==> config.mk <==
export PLATFORM = sky130hd
export DESIGN_NAME = alu_instr_sequencer
export DESIGN_NICKNAME = d
export VERILOG_FILES = /design/src/rtl/alu_instr_sequencer.sv
export SDC_FILE = /design/constraint.sdc
export NUM_CORES = 1
export LEC_CHECK = 0
export CAP_MARGIN = 20
export CORE_ASPECT_RATIO = 1.25
export CORE_UTILIZATION = 25
export CTS_BUF_LIST = sky130_fd_sc_hd__clkbuf_2 sky130_fd_sc_hd__clkbuf_4 sky130_fd_sc_hd__clkbuf_8
export DETAILED_ROUTE_END_ITERATION = 7
export HOLD_SLACK_MARGIN = 0.06
export PLACE_DENSITY = 0.79
export RECOVER_POWER = 100
export SYNTH_ARGS = -nofsm -noshare
export SYNTH_HDL_FRONTEND = slang
export SYNTH_SLANG_ARGS = --single-unit
export TNS_END_PERCENT = 20
==> constraint.sdc <==
create_clock -name clk -period 1.09 [get_ports clk]
set_clock_uncertainty 0.15 [all_clocks]
set_input_delay 0.109 -clock clk [delete_from_list [all_inputs] [get_ports clk]]
set_output_delay 0.109 -clock clk [all_outputs]
set_load 0.02 [all_outputs]
==> src/rtl/alu_instr_sequencer.sv <==
// Hardwired control-step generator for 3-register ALU instructions.
// Ports: clk, reset, start, mem_ready, ir in; bus/load strobes,
// reg_out_en/reg_in_en one-hot enables, alu_op, busy, done, illegal out.
module alu_instr_sequencer #(
  parameter int DATA_WIDTH = 32,
  parameter int OPCODE_W   = 5,
  parameter int REG_SEL_W  = 4,
  parameter logic [(2**OPCODE_W)-1:0] OP_MASK = 32'h0000_0FFF
) (
  input  logic                     clk,
  input  logic                     reset,
  input  logic                     start,
  input  logic                     mem_ready,
  input  logic [DATA_WIDTH-1:0]    ir,
  output logic                     PCout,
  output logic                     Zlowout,
  output logic                     MDRout,
  output logic                     MARin,
  output logic                     Zin,
  output logic                     PCin,
  output logic                     MDRin,
  output logic                     IRin,
  output logic                     Yin,
  output logic                     IncPC,
  output logic                     read,
  output logic [2**REG_SEL_W-1:0]  reg_out_en,
  output logic [2**REG_SEL_W-1:0]  reg_in_en,
  output logic [OPCODE_W-1:0]      alu_op,
  output logic                     busy,
  output logic                     done,
  output logic                     illegal
);

  localparam int LOW_W =
    DATA_WIDTH - OPCODE_W - 3 * REG_SEL_W;
  localparam int RA_HI = DATA_WIDTH - OPCODE_W - 1;
  localparam int RB_HI = RA_HI - REG_SEL_W;
  localparam int RC_HI = RB_HI - REG_SEL_W;

  typedef enum logic [2:0] {
    S_IDLE,
    S_T0,
    S_T1,
    S_T1W,
    S_T2,
    S_T3,
    S_T4,
    S_T5
  } state_e;

  state_e state_q;
  state_e state_d;

  logic [OPCODE_W-1:0]  opcode;
  logic [REG_SEL_W-1:0] ra;
  logic [REG_SEL_W-1:0] rb;
  logic [REG_SEL_W-1:0] rc;
  logic                 legal;

  assign opcode = ir[DATA_WIDTH-1 -: OPCODE_W];
  assign ra     = ir[RA_HI -: REG_SEL_W];
  assign rb     = ir[RB_HI -: REG_SEL_W];
  assign rc     = ir[RC_HI -: REG_SEL_W];
  assign legal  = OP_MASK[opcode];

  // Low IR bits (immediate/unused fields) play no part in control.
  if (LOW_W > 0) begin : g_low
    logic ir_low_unused;
    assign ir_low_unused = ^ir[LOW_W-1:0];
  end

  always_comb begin
    state_d = state_q;
    unique case (state_q)
      S_IDLE: if (start) state_d = S_T0;
      S_T0:   state_d = S_T1;
      S_T1:   state_d = mem_ready ? S_T2 : S_T1W;
      S_T1W:  if (mem_ready) state_d = S_T2;
      S_T2:   state_d = S_T3;
      S_T3:   state_d = legal ? S_T4 : S_IDLE;
      S_T4:   state_d = S_T5;
      S_T5:   state_d = start ? S_T0 : S_IDLE;
      default: state_d = S_IDLE;
    endcase
  end

  always_ff @(posedge clk) begin
    if (reset) state_q <= S_IDLE;
    else       state_q <= state_d;
  end

  // Moore decode; T3..T5 also look at the IR fields, which are
  // stable once IRin has fired in T2.
  always_comb begin
    PCout      = 1'b0;
    Zlowout    = 1'b0;
    MDRout     = 1'b0;
    MARin      = 1'b0;
    Zin        = 1'b0;
    PCin       = 1'b0;
    MDRin      = 1'b0;
    IRin       = 1'b0;
    Yin        = 1'b0;
    IncPC      = 1'b0;
    read       = 1'b0;
    reg_out_en = '0;
    reg_in_en  = '0;
    alu_op     = '0;
    done       = 1'b0;
    illegal    = 1'b0;
    busy       = (state_q != S_IDLE);
    unique case (state_q)
      S_T0: begin
        PCout = 1'b1;
        MARin = 1'b1;
        IncPC = 1'b1;
        Zin   = 1'b1;
      end
      S_T1: begin
        Zlowout = 1'b1;
        PCin    = 1'b1;
        read    = 1'b1;
        MDRin   = 1'b1;
      end
      // Wait state keeps the read alive but must not reload PC.
      S_T1W: begin
        read  = 1'b1;
        MDRin = 1'b1;
      end
      S_T2: begin
        MDRout = 1'b1;
        IRin   = 1'b1;
      end
      S_T3: begin
        if (legal) begin
          reg_out_en[rb] = 1'b1;
          Yin            = 1'b1;
        end else begin
          done    = 1'b1;
          illegal = 1'b1;
        end
      end
      S_T4: begin
        reg_out_en[rc] = 1'b1;
        alu_op         = opcode;
        Zin            = 1'b1;
      end
      S_T5: begin
        Zlowout       = 1'b1;
        reg_in_en[ra] = 1'b1;
        done          = 1'b1;
      end
      default: ;
    endcase
  end

endmodule
==> results.py, run 1 <==
metrics = {
    "power_and_ir_drop": {
        "seq_power_share": 0.145,
        "p_per_area_mw_per_mm2": 446.3,
        "p_int_mw": 0.5514,
        "irDropWorstVdd_mv": 0.3834,
        "pwr-share-comb": 0.605,
        "p_leak_nw": 0.8680,
        "power.net_switching_mw": 0.3454,
        "clkPwrFrac": 0.251,
        "power.share.switching": 0.3851,
    },
    "critical_path": {
        "reg2reg_slack_ns": -0.26,
        "crit_arrival_ns": 1.48,
        "crit_type": "reg -> out",
        "cp_num_cells": 4,
        "r2r_start": "state_q[2]",
        "cpPeakStageDelay_ns": 0.36,
        "crit_buf_inv": 1,
        "required_ns": 0.83,
        "cpLargestDelayFamily": "simple AND/OR/NAND/NOR gates",
        "r2r_end": "state_q[2]",
        "path_cells": "and3b_4 > nand4b_4 > o22ai_4 > buf_6",
        "reg2reg_depth": 6,
        "startpoint_type": "flip-flop",
        "crit_slowest_cell": "and3b_4",
        "cp-end-kind": "output port",
        "path_max_fanout": 5,
    },
    "flow_run": {
        "max_cap_viol_count": 0,
    },
    "clock_network": {
        "clkSinkCount": 3,
        "clk-insertion-delay-late_ns": 0.23,
        "ctsHtreeMaxLevel": 1,
        "hold_buffers": 0,
        "cts_tree": "done",
        "cts_root_buffer": "clkbuf_4",
        "clkSlewWorstSetupHoldPaths_ns": 0.04,
        "cts_buffers": 3,
        "clk_path_buf_depth": 2,
    },
    "layout": {
        "regMostFlops": "state_q",
        "largest_reg_flops": 3,
        "final_layout_size_suffix_gt1_frac": 0.7179,
        "diodes": 0,
        "fin_nets": 232,
        "largestRegisters": "state_q: 3 flops",
        "fin_cells": 231,
        "syn_to_final_growth_pct": 161.1,
    },
    "timing": {
        "finalSetupViolations": 54,
        "fin_crit_ns": 1.739,
        "drv_slew": 0,
        "relSlewSlack": 0.7336,
        "rsz0062_at_grt": "yes",
        "worst_pin_slew_ns": 0.3995,
        "hold_viol": 0,
        "timing.final.ws_setup_ns": -0.6486,
        "fmax_mhz": 575.2,
        "min_period_over_period": 1.595,
    },
    "drt": {
        "drtIter0Drc": 9,
        "route.final.wire_length_um": 3224,
        "via_per_inst": 4.913,
        "drcViolationCount": 0,
        "routedWlPerCell_um": 13.96,
        "vias": 1135,
        "postRouteAntennaNets": 0,
        "firstDrtPassIters": 4,
    },
    "floorplan": {
        "ios": 87,
        "die-height_um": 64.03,
        "die_x_um": 51.62,
        "start_util": 0.2613,
        "rows": 22,
        "coreArea_mm2": 0.002945,
        "die_area_mm2": 0.003305,
    },
    "synth": {
        "yosysMostFrequentCell": "o22ai_1",
        "synth_edf_count": 0,
        "ys_seq_area_frac": 0.07805,
        "synth_top_cell_area_share": 0.1301,
        "syn_avg_cell_area_um2": 7.471,
        "mappedNetlistArea_um2": 769.5,
        "netlist_top_cells_count": "16 x o22ai_1, 15 x nor2_1, 9 x nand2b_1",
        "synth_top_area_cell": "o22ai_1",
        "ys_warn_count": 0,
        "postSynthCellCount": 103,
        "synth_area_leaders": "o22ai_1 13%, dfxtp_1 7.8%, nand2b_1 7.3%, nor2_1 7.3%, nand3_2 5.2%",
        "synth.distinct_cells": 35,
        "mappedNetlistNets": 139,
        "ys.flop_type": "dfxtp_1",
        "ys_seq_elements": 3,
        "synthArstFlopShare": 0,
    },
    "global_route": {
        "antenna_found_initial": 0,
        "grt_max_degree": 9,
        "grt_pass1_wl_um": 5244,
        "grt_pass1_vias": 1150,
        "grt_usage": 0.2036,
        "overflow": 0,
    },
    "place": {
        "portBuffers": 71,
        "pre_cts_ws_ns": -1.104,
        "gp_congestion": 0.7988,
        "dpl.cell_count": 220,
        "dp_hpwl_um": 2631,
    },
    "min_path": {
        "min_from": "reset",
        "worstHoldPathCells": 2,
        "min_to": "state_q[0]",
        "hold_class": "in -> reg",
    },
    "run_status": {
        "violations": "setup timing",
        "status": "finished with violations",
    },
}
cell type report:
cell class | instances | area, um2
fill | 230 | 935.9
inverter | 1 | 3.754
sequential | 3 | 63.81
tap | 36 | 45.04
timing repair buffer | 96 | 878.3
clock buffer | 4 | 30.03
multi-input combinational | 91 | 988.4
cell families (layout without fill, tap and decap cells):
logic type | after synthesis | count (layout) | share of synthesized area
simple gates | 68 | 68 | 0.6374
compound gates | 23 | 23 | 0.1902
buf+inv | 9 | 101 | 0.09430
flops | 3 | 3 | 0.07805
worst reg2reg max path: stages, from the launching register on:
cell     delay, ns
dfxtp_2       0.33
buf_6         0.12
buf_6         0.12
and2b_2       0.24
buf_4         0.14
nand2_2       0.05
a31oi_1       0.08
power groups by stage:
stage          sequential (mW)  combinational, mW  clock [mW]
2_1_floorplan            0.132              0.278           0
3_3_place_gp             0.128              0.512           0
3_5_place_dp             0.129              0.524           0
4_1_cts                  0.130              0.543       0.225
5_1_grt                  0.131              0.574       0.234
6_report                 0.130              0.542       0.225
cell usage in the layout (no fill, tap or decap), types with 3 or more instances in the layout:
master	Yosys	layout
nand2b_1	9	8
o22ai_4	0	12
buf_4	4	33
o22ai_2	0	4
dlygate4sd2_1	0	3
clkdlybuf4s50_1	0	17
clkbuf_4	0	4
nand3b_4	2	4
nand2_1	6	5
or2_2	3	3
buf_6	3	35
buf_2	1	8
dfxtp_2	0	3
nor2_2	0	11
nor3_4	0	4
and2_1	5	5
layer usage:
metal,vias to the layer above,global-route usage,part of all wire
met5,-,0,0
met4,0,0.04054,0.0059
met3,4,0.02857,0.076
met2,58,0.4205,0.56
met1,514,0.2026,0.36
li1,559,-,-
stage by stage:
| step | instance area, um2 | power (mW) | setup TNS [ns] | hold slack [ns] | util |
|---|---|---|---|---|---|
| CTS | 1986 | 0.8985 | -27.39 | 0.3276 | 0.6742 |
| detailed placement | 1906 | 0.6528 | -44.46 | 0.5645 | 0.6470 |
| finish | 2009 | 0.8968 | -26.86 | 0.3297 | 0.6822 |
| global route | 2009 | 0.9388 | -29.66 | 0.3472 | 0.6822 |
| global placement | 1906 | 0.6403 | -43.49 | 0.5675 | 0.6470 |
| floorplan | 1091 | 0.4100 | -10.86 | 0.02100 | - |
worst max path at each step:
| stage | startpoint | end | slack (ns) |
|---|---|---|---|
| finish | state_q[1] | reg_out_en[1] | -0.65 |
| global route | state_q[0] | reg_out_en[6] | -0.71 |
| CTS | state_q[1] | reg_out_en[1] | -0.66 |
| detailed placement | ir[29] | reg_out_en[1] | -1.10 |
| global placement | ir[29] | reg_out_en[10] | -1.08 |
| floorplan | state_q[0] | reg_in_en[4] | -0.31 |
timing repair:
| action | in CTS | in global routing |
|---|---|---|
| cloned | 1 | 0 |
| gates resized for setup | 285 | 10 |
| setup buffers | 6 | 0 |
| pin swaps | 12 | 2 |
| endpoints found under the setup margin | 54 | 54 |
No activity file was read; power rests on OpenSTA's default activity.
==> run 2: changes to the inputs <==
--- a/config.mk
+++ b/config.mk
@@ -16,4 +16,4 @@
 export SYNTH_ARGS = -nofsm -noshare
 export SYNTH_HDL_FRONTEND = slang
 export SYNTH_SLANG_ARGS = --single-unit
-export TNS_END_PERCENT = 20
+export TNS_END_PERCENT = 30
==> run 2 against run 1 <==
Compared with the run above:
- the run still ends with setup timing left
- worst hold slack worse by 0.014 ns
- highest routed layer unchanged
- critical path type unchanged
- first-iteration DRC count is 22% lower
- die area stayed put
- count of clock-buffer cells in the layout stayed put
==> results.py, run 2 (synthesis gave the netlist of run 1 again) <==
metrics = {
    "floorplan": {
        "die_area_mm2": 0.003305,
        "start_util": 0.2613,
        "coreArea_mm2": 0.002945,
        "die_x_um": 51.62,
        "rows": 22,
        "die-height_um": 64.03,
        "ios": 87,
    },
    "critical_path": {
        "reg2reg_slack_ns": -0.23,
        "startpoint_type": "flip-flop",
        "required_ns": 0.83,
        "reg2reg_depth": 5,
        "crit_type": "reg -> out",
        "crit_arrival_ns": 1.53,
        "path_max_fanout": 5,
        "r2r_start": "state_q[0]",
        "cp-end-kind": "output port",
        "r2r_end": "state_q[1]",
    },
    "drt": {
        "routedWlPerCell_um": 14.30,
        "firstDrtPassIters": 4,
        "drcViolationCount": 0,
        "route.final.wire_length_um": 3217,
        "vias": 1152,
        "drtIter0Drc": 7,
        "postRouteAntennaNets": 0,
        "via_per_inst": 5.120,
    },
    "layout": {
        "regMostFlops": "state_q",
        "final_cell_area_mm2": 0.002008,
        "fillers": 238,
        "syn_to_final_growth_pct": 161.0,
        "largestRegisters": "state_q: 3 flops",
        "utilization": 0.6818,
        "layout_commonest_cell": "buf_6",
        "final_layout_size_suffix_gt1_frac": 0.6984,
        "final_cell_mix": "35 x buf_6, 23 x buf_4, 17 x clkdlybuf4s50_1",
        "diodes": 0,
        "fin_cells": 225,
        "largest_reg_flops": 3,
        "fin_nets": 226,
    },
    "timing": {
        "finalSetupViolations": 53,
        "fmax_mhz": 560.2,
        "worst_pin_slew_ns": 0.3791,
        "tns_ns": -27.75,
        "min_period_over_period": 1.638,
        "fin_crit_ns": 1.785,
        "rsz0062_at_grt": "yes",
        "hold_viol": 0,
        "relSlewSlack": 0.7467,
        "timing.final.ws_setup_ns": -0.6949,
        "drv_slew": 0,
    },
    "global_route": {
        "overflow": 0,
        "antenna_found_initial": 0,
        "grt_pass1_vias": 1052,
        "grt_max_degree": 12,
        "grt_pass1_wl_um": 4933,
        "grt_usage": 0.1998,
    },
    "min_path": {
        "min_from": "reset",
        "min_to": "state_q[2]",
        "worstHoldPathCells": 2,
        "hold_class": "in -> reg",
    },
    "place": {
        "dp_hpwl_um": 2595,
        "portBuffers": 71,
        "postPlaceCellArea_mm2": 0.001926,
        "gp_congestion": 0.8324,
        "dpl.cell_count": 219,
    },
    "clock_network": {
        "clkSinkCount": 3,
        "cts_root_buffer": "clkbuf_4",
        "hold_buffers": 0,
        "cts_buffers": 3,
        "ctsHtreeMaxLevel": 1,
        "clk-insertion-delay-late_ns": 0.25,
        "clk_path_buf_depth": 2,
        "cts_tree": "done",
        "clkSlewWorstSetupHoldPaths_ns": 0.04,
    },
    "power_and_ir_drop": {
        "power.share.switching": 0.4042,
        "p_total_mw": 0.8820,
        "p_per_area_mw_per_mm2": 439.2,
        "irDropWorstVdd_mv": 0.4353,
        "p_leak_nw": 0.8575,
        "seq_power_share": 0.148,
        "pwr-share-comb": 0.580,
        "clkPwrFrac": 0.272,
        "power.net_switching_mw": 0.3565,
        "p_int_mw": 0.5255,
    },
    "run_status": {
        "violations": "setup timing",
        "status": "finished with violations",
    },
    "flow_run": {
        "max_cap_viol_count": 0,
    },
}
-- run 2: changes by cell type in the layout (fill, tap and decap cells not counted), sizes merged --
cell           change
buf                -7
clkdlybuf4s15      +1
-- run 2: final cells by class --
type,count,area (um2),area share
Timing Repair Buffer,90,859.6,0.4280
Multi-Input combinational cell,91,1006,0.5009
Clock buffer,4,30.03,0.01495
Tap cell,36,45.04,0.02243
Sequential cell,3,63.81,0.03178
Inverter,1,3.754,0.001869
-- run 2: power groups by stage --
| stage | sequential (mW) | combinational (mW) | clock, mW |
|---|---|---|---|
| after floorplan | 0.133 | 0.280 | 0 |
| after global placement | 0.130 | 0.509 | 0 |
| after detailed placement | 0.131 | 0.518 | 0 |
| after CTS | 0.130 | 0.497 | 0.242 |
| after global routing | 0.131 | 0.539 | 0.262 |
| final | 0.130 | 0.512 | 0.240 |
-- run 2: how the worst max path moves through the flow --
stage | startpoint | to | slack, ns | cells past startpoint
global placement | ir[29] | reg_out_en[10] | -1.10 | 6
global route | state_q[1] | reg_out_en[1] | -0.74 | 4
CTS | state_q[1] | reg_out_en[13] | -0.71 | 4
detailed placement | ir[29] | reg_out_en[10] | -1.15 | 6
finish | state_q[1] | reg_out_en[13] | -0.69 | 4
floorplan | state_q[1] | reg_out_en[10] | -0.31 | 3
-- run 2: metal layers --
metal / track usage / vias up / wire length [um]
met5: 0 / - / 0
met4: 0.09122 / 0 / 44
met3: 0.02857 / 4 / 244
met2: 0.3782 / 63 / 1809
met1: 0.2068 / 533 / 1119
li1: - / 552 / -
-- run 2: metrics by stage --
| stage | setup slack, ns | hold WS (ns) |
|---|---|---|
| after floorplan | -0.3105 | 0.02065 |
| after global placement | -1.100 | 0.4874 |
| after detailed placement | -1.148 | 0.4910 |
| after CTS | -0.7123 | 0.3136 |
| after global routing | -0.7442 | 0.3193 |
| final | -0.6949 | 0.3157 |
-- run 2: worst max-delay path, cell delays in order (launching register included) --
cell and delay (ns):
dfxtp_2 0.32, and3b_4 0.38, nand4b_4 0.22, o22ai_4 0.22, buf_6 0.14
-- run 2: repair_timing --
action	CTS	global route
endpoints found under the setup margin	53	54
gates resized for setup	278	12
pin swaps	18	7
endpoints found under the hold margin	0	0
buffers inserted	0	2
==> run 3: changes to the inputs <==
--- a/config.mk
+++ b/config.mk
@@ -11,6 +11,7 @@
 export CTS_BUF_LIST = sky130_fd_sc_hd__clkbuf_2 sky130_fd_sc_hd__clkbuf_4 sky130_fd_sc_hd__clkbuf_8
 export DETAILED_ROUTE_END_ITERATION = 7
 export HOLD_SLACK_MARGIN = 0.06
+export MAX_ROUTING_LAYER = met4
 export PLACE_DENSITY = 0.79
 export RECOVER_POWER = 100
 export SYNTH_ARGS = -nofsm -noshare
==> run 3 against run 2 <==
Compared with the run above:
- critical path depth did not move
- the flow still finishes with violations (setup timing)
- sequential cell count unchanged
- largest cell class unchanged
- first-iteration DRC count is the same
- combinational power barely moved
- critical endpoint unchanged
==> results.py, run 3 (synthesis gave the netlist of run 1 again) <==
metrics = {
    "drt": {
        "via_per_inst": 5.116,
        "route.final.wire_length_um": 3216,
        "firstDrtPassIters": 4,
        "vias": 1151,
        "routedWlPerCell_um": 14.29,
        "postRouteAntennaNets": 0,
        "drcViolationCount": 0,
        "drtIter0Drc": 7,
    },
    "global_route": {
        "grt_pass1_wl_um": 4933,
        "grt_pass1_vias": 1052,
        "grt_usage": 0.2051,
        "grt_max_degree": 12,
        "antenna_found_initial": 0,
        "overflow": 0,
    },
    "run_status": {
        "status": "finished with violations",
        "violations": "setup timing",
    },
    "floorplan": {
        "coreArea_mm2": 0.002945,
        "rows": 22,
        "start_util": 0.2613,
        "die-height_um": 64.03,
        "die_x_um": 51.62,
        "ios": 87,
        "die_area_mm2": 0.003305,
    },
    "critical_path": {
        "startpoint_type": "flip-flop",
        "r2r_end": "state_q[1]",
        "r2r_start": "state_q[0]",
        "crit_type": "reg -> out",
        "reg2reg_depth": 5,
        "reg2reg_slack_ns": -0.23,
        "crit_arrival_ns": 1.53,
        "cp-end-kind": "output port",
        "path_max_fanout": 5,
        "required_ns": 0.83,
    },
    "timing": {
        "min_period_over_period": 1.638,
        "fmax_mhz": 560.1,
        "hold_ws_ns": 0.3158,
        "finalSetupViolations": 53,
        "rsz0062_at_grt": "yes",
        "timing.final.ws_setup_ns": -0.6954,
        "relSlewSlack": 0.7462,
        "drv_slew": 0,
        "worst_pin_slew_ns": 0.3797,
        "hold_viol": 0,
        "fin_crit_ns": 1.785,
    },
    "flow_run": {
        "max_cap_viol_count": 0,
    },
    "clock_network": {
        "clk-insertion-delay-late_ns": 0.25,
        "clk_path_buf_depth": 2,
        "cts_buffers": 3,
        "cts_root_buffer": "clkbuf_4",
        "clkSlewWorstSetupHoldPaths_ns": 0.04,
        "cts_tree": "done",
        "ctsHtreeMaxLevel": 1,
        "clkSinkCount": 3,
    },
    "place": {
        "gp_congestion": 0.8451,
        "dpl.cell_count": 219,
        "portBuffers": 71,
        "dp_hpwl_um": 2595,
    },
    "layout": {
        "ff_latch_area_um2": 63.81,
        "fin_cells": 225,
        "fillers": 238,
        "fin_nets": 226,
        "multiInputGateArea_mm2": 0.001006,
        "diodes": 0,
        "largest_reg_flops": 3,
        "largestRegisters": "state_q: 3 flops",
        "syn_to_final_growth_pct": 161.0,
        "regMostFlops": "state_q",
        "layout_commonest_cell": "buf_6",
        "final_cell_mix": "35 x buf_6, 23 x buf_4, 17 x clkdlybuf4s50_1",
        "final_layout_size_suffix_gt1_frac": 0.6984,
    },
    "min_path": {
        "worstHoldPathCells": 2,
        "min_to": "state_q[2]",
        "min_from": "reset",
        "hold_class": "in -> reg",
    },
    "power_and_ir_drop": {
        "p_leak_nw": 0.8575,
        "p_per_area_mw_per_mm2": 439.2,
        "irDropWorstVdd_mv": 0.4353,
    },
}
==> run 3: cell counts in the layout (fill, tap and decap cells not counted) <==
No cell type changed its count.
==> run 3: how the worst max path moves through the flow <==
stage | depth (start not counted) | slack [ns] | from | to
2_1_floorplan | 3 | -0.31 | state_q[1] | reg_out_en[10]
3_3_place_gp | 6 | -1.10 | ir[29] | reg_out_en[10]
3_5_place_dp | 6 | -1.15 | ir[29] | reg_out_en[10]
4_1_cts | 4 | -0.71 | state_q[1] | reg_out_en[13]
5_1_grt | 4 | -0.74 | state_q[1] | reg_out_en[1]
6_report | 4 | -0.70 | state_q[1] | reg_out_en[13]
==> run 3: repair_timing <==
item                                    4_1_cts  5_1_grt
hold buffers                                  0        0
resized for setup                           278       12
pin swaps                                    18        7
setup buffers                                 0        2
endpoints found under the setup margin       53       54
==> run 3: power by group <==
part           internal (mW)  total [mW]  switching (mW)
sequential             0.122       0.130         0.00825
combinational          0.240       0.512           0.272
clock                  0.163       0.240          0.0767
total                  0.525       0.882           0.357
==> run 3: metal layers <==
| metal | global-route usage | routed length (um) |
|---|---|---|
| met1 | 0.2083 | 1128 |
| met2 | 0.3782 | 1809 |
| met3 | 0.02619 | 234 |
| met4 | 0.09122 | 44 |
| met5 | - | 0 |
==> run 3: through the flow <==
step	area [um2]	setup WS (ns)	total power, mW	TNS [ns]	utilization
global route	2008	-0.7442	0.9320	-30.58	0.6818
detailed placement	1926	-1.148	0.6493	-43.69	0.6538
global placement	1926	-1.100	0.6391	-42.70	0.6538
CTS	1943	-0.7123	0.8687	-27.87	0.6597
finish	2008	-0.6954	0.8820	-27.74	0.6818
floorplan	1106	-0.3105	0.4125	-10.67	-
==> run 3: area by class of cell <==
class,instances,share of cell area
clock buffers,4,0.01495
well taps,36,0.02243
inverters,1,0.001869
multi-input cells,91,0.5009
repair buffers,90,0.4280
flip-flops and latches,3,0.03178
==> run 3: critical path, stage by stage (launching register included) <==
cell      delay (ns)
dfxtp_2         0.32
and3b_4         0.38
nand4b_4        0.22
o22ai_4         0.22
buf_6           0.14
